--- config.mk ---
export PLATFORM = sky130hd
export DESIGN_NAME = axis_sample_source
export DESIGN_NICKNAME = d
export VERILOG_FILES = /design/src/rtl/axis_sample_source.sv
export SDC_FILE = /design/constraint.sdc
export NUM_CORES = 1
export LEC_CHECK = 0
export ABC_AREA = 1
export CAP_MARGIN = 30
export CORE_UTILIZATION = 55
export CTS_BUF_LIST = sky130_fd_sc_hd__clkbuf_4
export DETAILED_ROUTE_END_ITERATION = 8
export DONT_BUFFER_PORTS = 1
export GPL_TIMING_DRIVEN = 0
export PLACE_DENSITY = 0.73
export SYNTH_ARGS = -nofsm -noshare
export SYNTH_HDL_FRONTEND = slang
export SYNTH_SLANG_ARGS = --single-unit
--- constraint.sdc ---
create_clock -name clk -period 1.8 [get_ports clk]
set_clock_uncertainty 0.2 [all_clocks]
set_input_delay 0.36 -clock clk [delete_from_list [all_inputs] [get_ports clk]]
set_output_delay 0.36 -clock clk [all_outputs]
set_load 0.005 [all_outputs]
--- src/rtl/axis_sample_source.sv ---
// ---------------------------------------------------------------------------
// axis_sample_source
// Test-signal generator with an AXI-Stream master output. A programmable
// divider paces sample generation; each sample is a constant, a ramp, a square
// wave or zero. With SAMPLE_SOURCE_NOISE_EN defined, an LFSR noise term is
// added and the sum is saturated.
//
// Ports
//   clk            single clock, rising edge
//   reset          synchronous, active-high
//   enable         run/stop request
//   rate_div       sample period minus one, in clk cycles
//   mode           00 constant, 01 ramp, 10 square, 11 noise-only
//   level          signed amplitude / constant value
//   noise_shift    arithmetic right shift applied to the noise term
//   m_axis_tdata   sample out
//   m_axis_tvalid  sample valid
//   m_axis_tready  downstream ready
//   sample_count   accepted transfers, wraps at 2^32
//   overrun        sticky: a tick found the previous sample still pending
//
// Macro: SAMPLE_SOURCE_NOISE_EN enables the LFSR noise term.
// ---------------------------------------------------------------------------
module axis_sample_source #(
   parameter int unsigned WIDTH     = 16,
   parameter int unsigned SQ_HALF   = 8,
   parameter logic [15:0] LFSR_SEED = 16'hACE1
) (
   input  logic                    clk,
   input  logic                    reset,
   input  logic                    enable,
   input  logic [15:0]             rate_div,
   input  logic [1:0]              mode,
   input  logic signed [WIDTH-1:0] level,
   input  logic [3:0]              noise_shift,
   output logic [WIDTH-1:0]        m_axis_tdata,
   output logic                    m_axis_tvalid,
   input  logic                    m_axis_tready,
   output logic [31:0]             sample_count,
   output logic                    overrun
);

   localparam int unsigned PH_W = (2 * SQ_HALF > 1) ? $clog2(2 * SQ_HALF) : 1;
   localparam logic [PH_W-1:0] PH_HALF = PH_W'(SQ_HALF);
   localparam logic [PH_W-1:0] PH_LAST = PH_W'(2 * SQ_HALF - 1);

   typedef enum logic [1:0] {
      ST_IDLE = 2'd0,
      ST_RUN  = 2'd1,
      ST_HOLD = 2'd2
   } state_t;

   state_t                  state;
   logic [15:0]             div_cnt;
   logic [WIDTH-1:0]        ramp;
   logic [PH_W-1:0]         phase;
   logic                    tick;
   logic                    xfer;
   logic                    gen;
   logic signed [WIDTH-1:0] base;
   logic signed [WIDTH-1:0] sample;

   // Divider tick only while running or holding; a generated sample needs enable
   assign tick = (state != ST_IDLE) && (div_cnt == rate_div);
   assign xfer = m_axis_tvalid && m_axis_tready;
   assign gen  = tick && enable &&
                 ((state == ST_RUN) || ((state == ST_HOLD) && xfer));

   // Noise-free waveform value for the next generated sample
   always_comb begin
      base = '0;
      case (mode)
         2'b00:   base = level;
         2'b01:   base = ramp;
         2'b10:   base = (phase < PH_HALF) ? level : ('0 - level);
         default: base = '0;
      endcase
   end

`ifdef SAMPLE_SOURCE_NOISE_EN
   localparam logic signed [WIDTH-1:0] S_MAX = {1'b0, {(WIDTH-1){1'b1}}};
   localparam logic signed [WIDTH-1:0] S_MIN = {1'b1, {(WIDTH-1){1'b0}}};

   logic [15:0]             lfsr;
   logic [15:0]             lfsr_next;
   logic signed [WIDTH-1:0] noise_raw;
   logic signed [WIDTH-1:0] noise;
   logic signed [WIDTH:0]   sum;

   // Galois form of x^16+x^14+x^13+x^11+1
   assign lfsr_next = {1'b0, lfsr[15:1]} ^ (lfsr[0] ? 16'hB400 : 16'h0000);

   // Low WIDTH bits of the LFSR as signed; sign-extended when WIDTH exceeds 16
   if (WIDTH >= 16) begin : g_noise_wide
      assign noise_raw = WIDTH'($signed(lfsr));
   end else begin : g_noise_narrow
      assign noise_raw = lfsr[WIDTH-1:0];
   end

   assign noise = noise_raw >>> noise_shift;
   assign sum   = {base[WIDTH-1], base} + {noise[WIDTH-1], noise};

   // Saturate when the carry-out disagrees with the sign bit
   always_comb begin
      sample = sum[WIDTH-1:0];
      if (sum[WIDTH] != sum[WIDTH-1]) begin
         sample = sum[WIDTH] ? S_MIN : S_MAX;
      end
   end

   // LFSR advances once per generated sample
   always_ff @(posedge clk) begin
      if (reset) begin
         lfsr <= LFSR_SEED;
      end else if (gen) begin
         lfsr <= lfsr_next;
      end
   end
`else
   logic unused_noise_c;

   assign unused_noise_c = ^noise_shift;
   assign sample         = base;
`endif

   // Control FSM, divider, generators and registered stream outputs
   always_ff @(posedge clk) begin
      if (reset) begin
         state         <= ST_IDLE;
         div_cnt       <= '0;
         ramp          <= '0;
         phase         <= '0;
         m_axis_tdata  <= '0;
         m_axis_tvalid <= 1'b0;
         sample_count  <= '0;
         overrun       <= 1'b0;
      end else begin
         if (xfer) begin
            sample_count <= sample_count + 32'd1;
         end

         if (state == ST_IDLE) begin
            div_cnt <= '0;
         end else begin
            div_cnt <= tick ? 16'd0 : div_cnt + 16'd1;
         end

         if (gen) begin
            m_axis_tdata <= sample;
            ramp         <= ramp + WIDTH'(1);
            phase        <= (phase == PH_LAST) ? '0 : phase + PH_W'(1);
         end

         case (state)
            ST_IDLE: begin
               if (enable) begin
                  state <= ST_RUN;
               end
            end
            ST_RUN: begin
               if (!enable) begin
                  state <= ST_IDLE;
               end else if (tick) begin
                  m_axis_tvalid <= 1'b1;
                  state         <= ST_HOLD;
               end
            end
            ST_HOLD: begin
               if (xfer) begin
                  // Back-to-back load keeps tvalid high and stays in HOLD
                  if (!gen) begin
                     m_axis_tvalid <= 1'b0;
                     state         <= enable ? ST_RUN : ST_IDLE;
                  end
               end else if (tick) begin
                  overrun <= 1'b1;
               end
            end
            default: begin
               m_axis_tvalid <= 1'b0;
               state         <= ST_IDLE;
            end
         endcase
      end
   end

endmodule

### Yosys cells after proc, flatten, opt, wreduce, memory -nomap -nowiden

Cells that the tools add are included.
W data, S select, Z words.

| storage, ports and cells | value |
|---|---|
| bits in registers | 88 |
| bits of input ports | 42 |
| word-level logic and storage cells | 56 |

| operators by class | value |
|---|---|
| $add $sub $neg | 5 |
| magnitude comparators | 1 |
| equality and inequality tests | 12 |
| muxes and demuxes | 15 |
| bitwise logic cells | 2 |
| reduce and logical (&&, ||, !) cells | 13 |

Operator list:

| kind | number |
|---|---|
| $pmux W16 S3 | 1 |
| $add A16 B1 Y16 const B | 2 |
| $add A32 B1 Y32 const B | 1 |
| $eq A16 B16 Y1 | 1 |
| $mux W16 | 1 |
| $sub A1 B16 Y16 const A | 1 |
| $mux W2 | 5 |
| $ne A2 B2 Y1 const B | 5 |
| $pmux W2 S3 | 1 |
| $logic_and A1 B1 Y1 | 5 |
| $mux W1 | 5 |
| $reduce_and A5 Y1 | 1 |
| $add A4 B1 Y4 const B | 1 |
| $eq A2 B1 Y1 const B | 2 |
| $eq A2 B2 Y1 const B | 2 |
| $eq A4 B4 Y1 const B | 1 |
| $logic_not A2 Y1 | 2 |
| $lt A4 B4 Y1 const B | 1 |
| $mux W4 | 1 |
| $reduce_and A4 Y1 | 1 |
| $ne A3 B3 Y1 const B | 1 |
| $pmux W1 S3 | 1 |
| $reduce_and A3 Y1 | 1 |
| $reduce_or A3 Y1 | 1 |
| other kinds (3) | 4 |

### Longest topological paths before layout

Gate-level depths: netlist (run 1).

| logic depth | value |
|---|---|
| depth in word-level cells | 7 |
| gate-level depth with buffers | 12 |
| gate-level depth less buffers | 12 |

### Worst setup path after synthesis (run 1)

No wires, ideal clock.

| path | value |
|---|---|
| path type | register -> register |
| start | register m_axis_tvalid |
| end | register sample_count[26] |
| library setup time | 0.122 ns |
| arrival time | 1.519 ns |
| required time | 1.478 ns |
| setup slack | -0.041 ns |
| cell stages (with the launch flop) | 12 |
| period minus slack after synthesis | 1.841 ns |
| cells stage by stage | dfxtp_1 -> nand2_2 -> inv_2 -> nand2_1 -> nor2_4 -> nand3b_1 -> nor2_1 -> nand3_1 -> nor2_2 -> nand2_1 -> o21ai_0 -> a21oi_1 |

| between the ends | value |
|---|---|
| cells in the longest elaborated chain, start to end | 1 |

Ends and longest elaborated chain:

| element | RTL line | text |
|---|---|---|
| from (decl) | 37 | `output logic m_axis_tvalid,` |
| from (signal assigned) | 134 | `m_axis_tvalid <= 1'b0;` |
| from (signal assigned) | 164 | `m_axis_tvalid <= 1'b1;` |
| from (signal assigned) | 172 | `m_axis_tvalid <= 1'b0;` |
| $logic_and A1 B1 Y1 | 65 | `assign xfer = m_axis_tvalid && m_axis_tready;` |
| to (signal assigned) | 139 | `sample_count <= sample_count + 32'd1;` |
| to (decl) | 39 | `output logic [31:0] sample_count,` |

No other way between the ends.
A chain may end at the register's enable or synchronous reset.

### Worst setup path after layout (run 1)

| path | value |
|---|---|
| start | register state[1] |
| end | register phase[3] |

| between the ends | value |
|---|---|
| cells in the longest elaborated chain, start to end | 4 |

Ends and longest elaborated chain:

| element | RTL line | text |
|---|---|---|
| from (decl) | 53 | `state_t state;` |
| from (signal assigned) | 173 | `state <= enable ? ST_RUN : ST_IDLE;` |
| $eq A2 B2 Y1 / $reduce_bool A2 Y1 (equally long branches) | 67, 64 |  |
| $logic_and A1 B1 Y1, on equally long branches | 67, 64 |  |
| $logic_or A1 B1 Y1 / $logic_and A1 B1 Y1 (equally long branches) | 67, 66 |  |
| $logic_and A1 B1 Y1 * | 66 | `assign gen = tick && enable &&` |
| to (signal assigned) | 151 | `phase <= (phase == PH_LAST) ? '0 : phase + PH_W'(1);` |
| to (decl) | 56 | `logic [PH_W-1:0] phase;` |

Every way passes the cells marked *; elsewhere a longest branch is shown, timed or not.

==> flow_summary.ini, run 1 <==
[status]
status = complete, but fails checks
violations = setup timing

[synth]
synth_area_leaders = dfxtp_1, nand2_1, inv_1
ys_top_cells_by_count = nand2_1, inv_1, dfxtp_1
synthMostInstantiatedCell = nand2_1
muxShareOfSynthArea_pct = 0
synth_nets = 809
syn_area_mm2 = 0.005012
synth_top_family_by_area = simple AND/OR/NAND/NOR gates
yosys.area_share.simple_pct = 34.47
synth_edf_count = 0
synth.distinct_cells = 41
syn_area_per_cell_um2 = 6.578
yosysSeqAreaShare_pct = 35.15
synth_xor_area_share_pct = 4.368
ys_seq_elements = 88
yosys_warnings = 0
synth_compound_area_share_pct = 14.68
netlist.area_leader.share_pct = 35.15
synth_top_area_cell = dfxtp_1
yosys.area_share.adder_pct = 1.248
synth_flop_cell = dfxtp_1
async_flop_share_pct = 0
synth_cells = 762

[layout]
fin_util_pct = 74.07
drive_gt1_share_pct = 28.11
fill_cells = 689
final_cells = 944
synthToLayoutAreaGrowth_pct = 29.51
layout.nets = 879
antenna_cells = 0

[timing]
setup_viol = 67
hold_viol = 0
finalCritPeriodShare_pct = 113.7
worstMarginPinSlew_ns = 0.8040
fin_hold_ws_ns = 0.02140
rsz0062_at_grt = yes
finalCriticalPeriod_ns = 2.046
max_slew_margin_pct = 46.40
layout_setup_ws_ns = -0.2462
slew_violations = 0
timing.fmax_mhz = 488.7

[placed_design]
dp_hpwl_um = 9387
place_ws_ns = -0.3845
place_inst = 870
gp_congestion = 0.9166
port-buffer-count = 0

[floorplanning]
rows = 34
die_area_mm2 = 0.009499
die_x_um = 97.47
initial_core_util_pct = 57.20
core-area_mm2 = 0.008763
die_y_um = 97.47
ioPinCount = 92

[grt]
overflow = 0
antenna_found_initial = 0
grt_pass1_wl_um = 22690
gr-usage-all-layers_pct = 28.86
grt_pass1_vias = 5035
grt_max_degree = 15

[clock_network]
clockBufferDepth = 2
clk_pin_slew_ns = 0.14
cts_sinks = 88
cts_tree = built
cts-root-buf = clkbuf_4
insertion_delay_ns = 0.43
htreeDepth = 3
numCtsBuffers = 9

[detailed_routing]
drtIter0Drc = 222
wl_um = 14330
vias = 5329
via_per_inst = 5.645
first_pass_iters = 5
drtAntennaViolNets = 0
wl_per_cell_um = 15.18
drc = 0

[worst_setup_path]
cp_max_fo = 6
startpoint = state[1]$_SDFFE_PP0P_
ff2ff_path_depth = 10
critPathArrivalTime_ns = 2.17
r2r_start = state[1]$_SDFFE_PP0P_
r2r_slack_ns = -0.25
timing.rr.end = phase[3]$_SDFFE_PP0P_
critPathCapture = phase[3]$_SDFFE_PP0P_
worstPathRequired_ns = 1.93
start_kind = flop
path_class = reg -> reg
critPathCaptureType = flop

[worst_hold_path]
hp-class = in -> reg
worstHoldStart = level[15]

[power_and_ir_drop]
ir_drop_mv = 0.2781
power_leakage_nw = 2.510
power_density_mw_per_mm2 = 545.3
finalPower_mw = 3.540

[run]
drv_cap = 0
## routing by layer
| metal | up-vias | share of wire, % | global-route usage (%) |
|---|---|---|---|
| met5 | - | 0 | 0 |
| met4 | 0 | 2.5 | 11.43 |
| met3 | 40 | 6.2 | 5.396 |
| met2 | 207 | 50 | 50.51 |
| met1 | 2469 | 41 | 34.75 |
| li1 | 2613 | - | - |
## cells by family after synthesis
logic type	count (synthesis)
adder cells (fa/ha/maj)	5
AND/OR/NAND/NOR	388
flip-flops	88
AO/OA/AOI/OAI	126
XOR/XNOR	25
buffers and inverters	130
## critical path: stages (launching register included)
cell,delay [ns]
dfxtp_1,0.43
inv_1,0.06
nor2_1,0.17
a21oi_1,0.17
nor2_2,0.16
nand4_4,0.19
buf_8,0.20
nor3_2,0.17
nand2_1,0.07
nand2_1,0.07
nor2_1,0.05
## flip-flops by register name (all words and copies together), names as in the netlist
name / count
sample_count: 32
m_axis_tvalid: 1
overrun: 1
ramp: 16
m_axis_tdata: 16
state: 2
phase: 4
div_cnt: 16
## metrics by stage
step / cell area [µm²] / setup TNS (ns)
final: 6491 / -8.091
after global routing: 6491 / -17.18
after CTS: 6166 / -6.193
after detailed placement: 5194 / -15.04
after global placement: 5194 / -11.62
after floorplan: 5059 / -0.04075
## what timing repair did
item | 4_1_cts | 5_1_grt
endpoints found under the hold margin | 7 | 0
gates resized for setup | 115 | 70
hold buffers | 9 | 0
gates cloned | 2 | 1
setup endpoints to repair | 68 | 72
buffers inserted | 44 | 8
pin swaps | 34 | 35
## worst min path at each step
stage	end	slack (ns)	depth (start not counted)
floorplan	overrun$_SDFFE_PP0P_	0.25	2
global placement	sample_count[3]$_SDFFE_PP0N_	0.27	1
detailed placement	ramp[14]$_SDFFE_PP0P_	0.27	2
CTS	m_axis_tdata[4]$_SDFFE_PP0P_	0.0005	4
global route	m_axis_tdata[15]$_SDFFE_PP0P_	0.02	5
finish	m_axis_tdata[15]$_SDFFE_PP0P_	0.02	5
## final cells by class
class	count	area (µm²)	share of cell area, %
Multi-Input combinational cell	544	3254	50.13
Sequential cell	88	1822	28.06
Timing Repair Buffer	60	564.3	8.693
Inverter	113	432.9	6.669
Tap cell	108	135.1	2.082
Buffer	16	121.4	1.870
Clock buffer	11	82.58	1.272
Clock inverter	4	78.83	1.214
## placed cells by master, fill, tap and decap left out, drive strengths merged, types with 3 or more instances in the layout
cell	instances
nand2	185
nand3	40
inv	112
o221ai	3
nand3b	3
nand4	17
nor3	42
o21ai	38
a21oi	68
o21a	3
nor4	3
dlygate4sd3	9
nor3b	4
o22ai	5
o21bai	3
xnor2	4
dfxtp	88
ha	5
clkbuf	23
buf	55
xor2	21
nor2	92
## report_power, final
part           internal, mW  switching, mW
combinational         0.101          0.197
clock                 0.598          0.685
sequential             1.95         0.0127
Power figures use the tool's default switching activity.
==> run 2, diff against run 1 <==
- CTS_BUF_LIST: sky130_fd_sc_hd__clkbuf_4 -> sky130_fd_sc_hd__clkbuf_2 sky130_fd_sc_hd__clkbuf_4 sky130_fd_sc_hd__clkbuf_8
==> flow_summary.ini, run 2 (same netlist as run 1, synthesis figures left out) <==
[timing]
max_slew_margin_pct = 50.18
slew_violations = 0
timing.fmax_mhz = 492.0
rsz0062_at_grt = yes
fin_hold_ws_ns = 0.07644
fin_setup_tns_ns = -7.241
finalCritPeriodShare_pct = 112.9
worstMarginPinSlew_ns = 0.7473
layout_setup_ws_ns = -0.2327
setup_viol = 53
hold_viol = 0
finalCriticalPeriod_ns = 2.033

[floorplanning]
ioPinCount = 92
die_area_mm2 = 0.009499
rows = 34
die_y_um = 97.47
core-area_mm2 = 0.008763
initial_core_util_pct = 57.20
die_x_um = 97.47

[layout]
fill_cells = 711
fin_area_mm2 = 0.006379
drive_gt1_share_pct = 27.78
largest-register = sample_count
largest_reg_flops = 32
synthToLayoutAreaGrowth_pct = 27.26
antenna_cells = 0
layout.nets = 860
fin_util_pct = 72.79
final_cells = 925
mostFrequentLayoutCell = nand2_1
final_cell_mix = nand2_1, inv_1, nor2_1

[worst_setup_path]
critPathArrivalTime_ns = 2.12
cp.depth = 12
ff2ff_path_depth = 12
timing.rr.end = m_axis_tdata[8]$_SDFFE_PP0P_
crit_path_frequent_cell = nand2_2
path_class = reg -> reg
critPathTopFamily = simple AND/OR/NAND/NOR gates
start_kind = flop
critPathCaptureType = flop
slowest_delay_ns = 0.40
critPathCapture = m_axis_tdata[8]$_SDFFE_PP0P_
r2r_start = div_cnt[9]$_SDFF_PP0_
cp_cell_sequence = inv_4, nand2_2, nand2_2, nor2_2, nand2_2, nor2_4, nand3_4, nor3_4, buf_6, clkbuf_16, nand2_4, a21oi_2
crit_slowest_cell = dfxtp_4
cp_max_fo = 6
r2r_slack_ns = -0.23
path_buf_inv = 3
worstPathRequired_ns = 1.89
startpoint = div_cnt[9]$_SDFF_PP0_

[clock_network]
insertion_delay_ns = 0.36
cts_tree = built
clk_pin_slew_ns = 0.09
clockBufferDepth = 2
numCtsBuffers = 9
htreeDepth = 3
cts_sinks = 88
cts-root-buf = clkbuf_8

[detailed_routing]
drtIter0Drc = 299
wl_um = 14200
drtAntennaViolNets = 0
wl_per_cell_um = 15.35
drc = 0
via_per_inst = 5.666
vias = 5241
first_pass_iters = 5

[placed_design]
dp_hpwl_um = 9387
gp_congestion = 0.9166
place_ws_ns = -0.3845
place_inst = 870
port-buffer-count = 0
dpl_cell_area_mm2 = 0.005194

[grt]
gr-usage-all-layers_pct = 28.28
grt_pass1_wl_um = 22110
grt_pass1_vias = 4823
antenna_found_initial = 0
overflow = 0
grt_max_degree = 15

[status]
violations = setup timing
status = complete, but fails checks

[power_and_ir_drop]
power_density_mw_per_mm2 = 591.3
finalPower_mw = 3.772
power_leakage_nw = 2.468
ir_drop_mv = 0.4558

[worst_hold_path]
hp-class = in -> reg

[run]
drv_cap = 0
run 2: area by class of cell:
class / count / area, µm² / share of cell area, %
multi-input combinational: 544 / 3271 / 51.28
clock inverter: 4 / 78.83 / 1.236
buffer: 16 / 117.6 / 1.844
sequential: 88 / 1822 / 28.56
timing repair buffer: 41 / 380.4 / 5.963
inverter: 113 / 435.4 / 6.826
clock buffer: 11 / 138.9 / 2.177
tap: 108 / 135.1 / 2.118
run 2: report_power, final:
| group | switching (mW) | total, mW | internal, mW |
|---|---|---|---|
| registers | 0.0142 | 1.96 | 1.94 |
| logic | 0.194 | 0.289 | 0.0942 |
| clock network | 0.710 | 1.53 | 0.816 |
run 2: what timing repair did:
item / 4_1_cts / 5_1_grt
hold buffers: 2 / 0
endpoints found under the hold margin: 2 / 0
endpoints found under the setup margin: 68 / 71
buffers inserted: 28 / 15
pin swaps: 25 / 59
resized for setup: 90 / 102
gates cloned: 1 / 1
run 2: metal layers:
layer  share of wire [%]  GRT usage [%]  wire length (µm)
met1                  41          34.52              5806
met2                  51          48.90              7192
met3                 6.4          5.683               914
met4                 2.0          10.63               282
met5                   0              0                 0
run 2: how the worst min path moves through the flow:
stage                                            start                           end  depth (start not counted)
after floorplan                   overrun$_SDFFE_PP0P_          overrun$_SDFFE_PP0P_                          2
after global placement    sample_count[3]$_SDFFE_PP0N_  sample_count[3]$_SDFFE_PP0N_                          1
after detailed placement         ramp[14]$_SDFFE_PP0P_         ramp[14]$_SDFFE_PP0P_                          2
after CTS                                m_axis_tready  sample_count[1]$_SDFFE_PP0N_                          4
after global routing                     m_axis_tready  sample_count[1]$_SDFFE_PP0N_                          4
final                                    m_axis_tready  sample_count[1]$_SDFFE_PP0N_                          4
run 2: worst reg2reg max path, stage by stage (launching register included):
cell       delay [ns]
dfxtp_4          0.40
inv_4            0.06
nand2_2          0.05
nand2_2          0.05
nor2_2           0.11
nand2_2          0.08
nor2_4           0.16
nand3_4          0.10
nor3_4           0.19
buf_6            0.21
clkbuf_16        0.18
nand2_4          0.06
a21oi_2          0.12
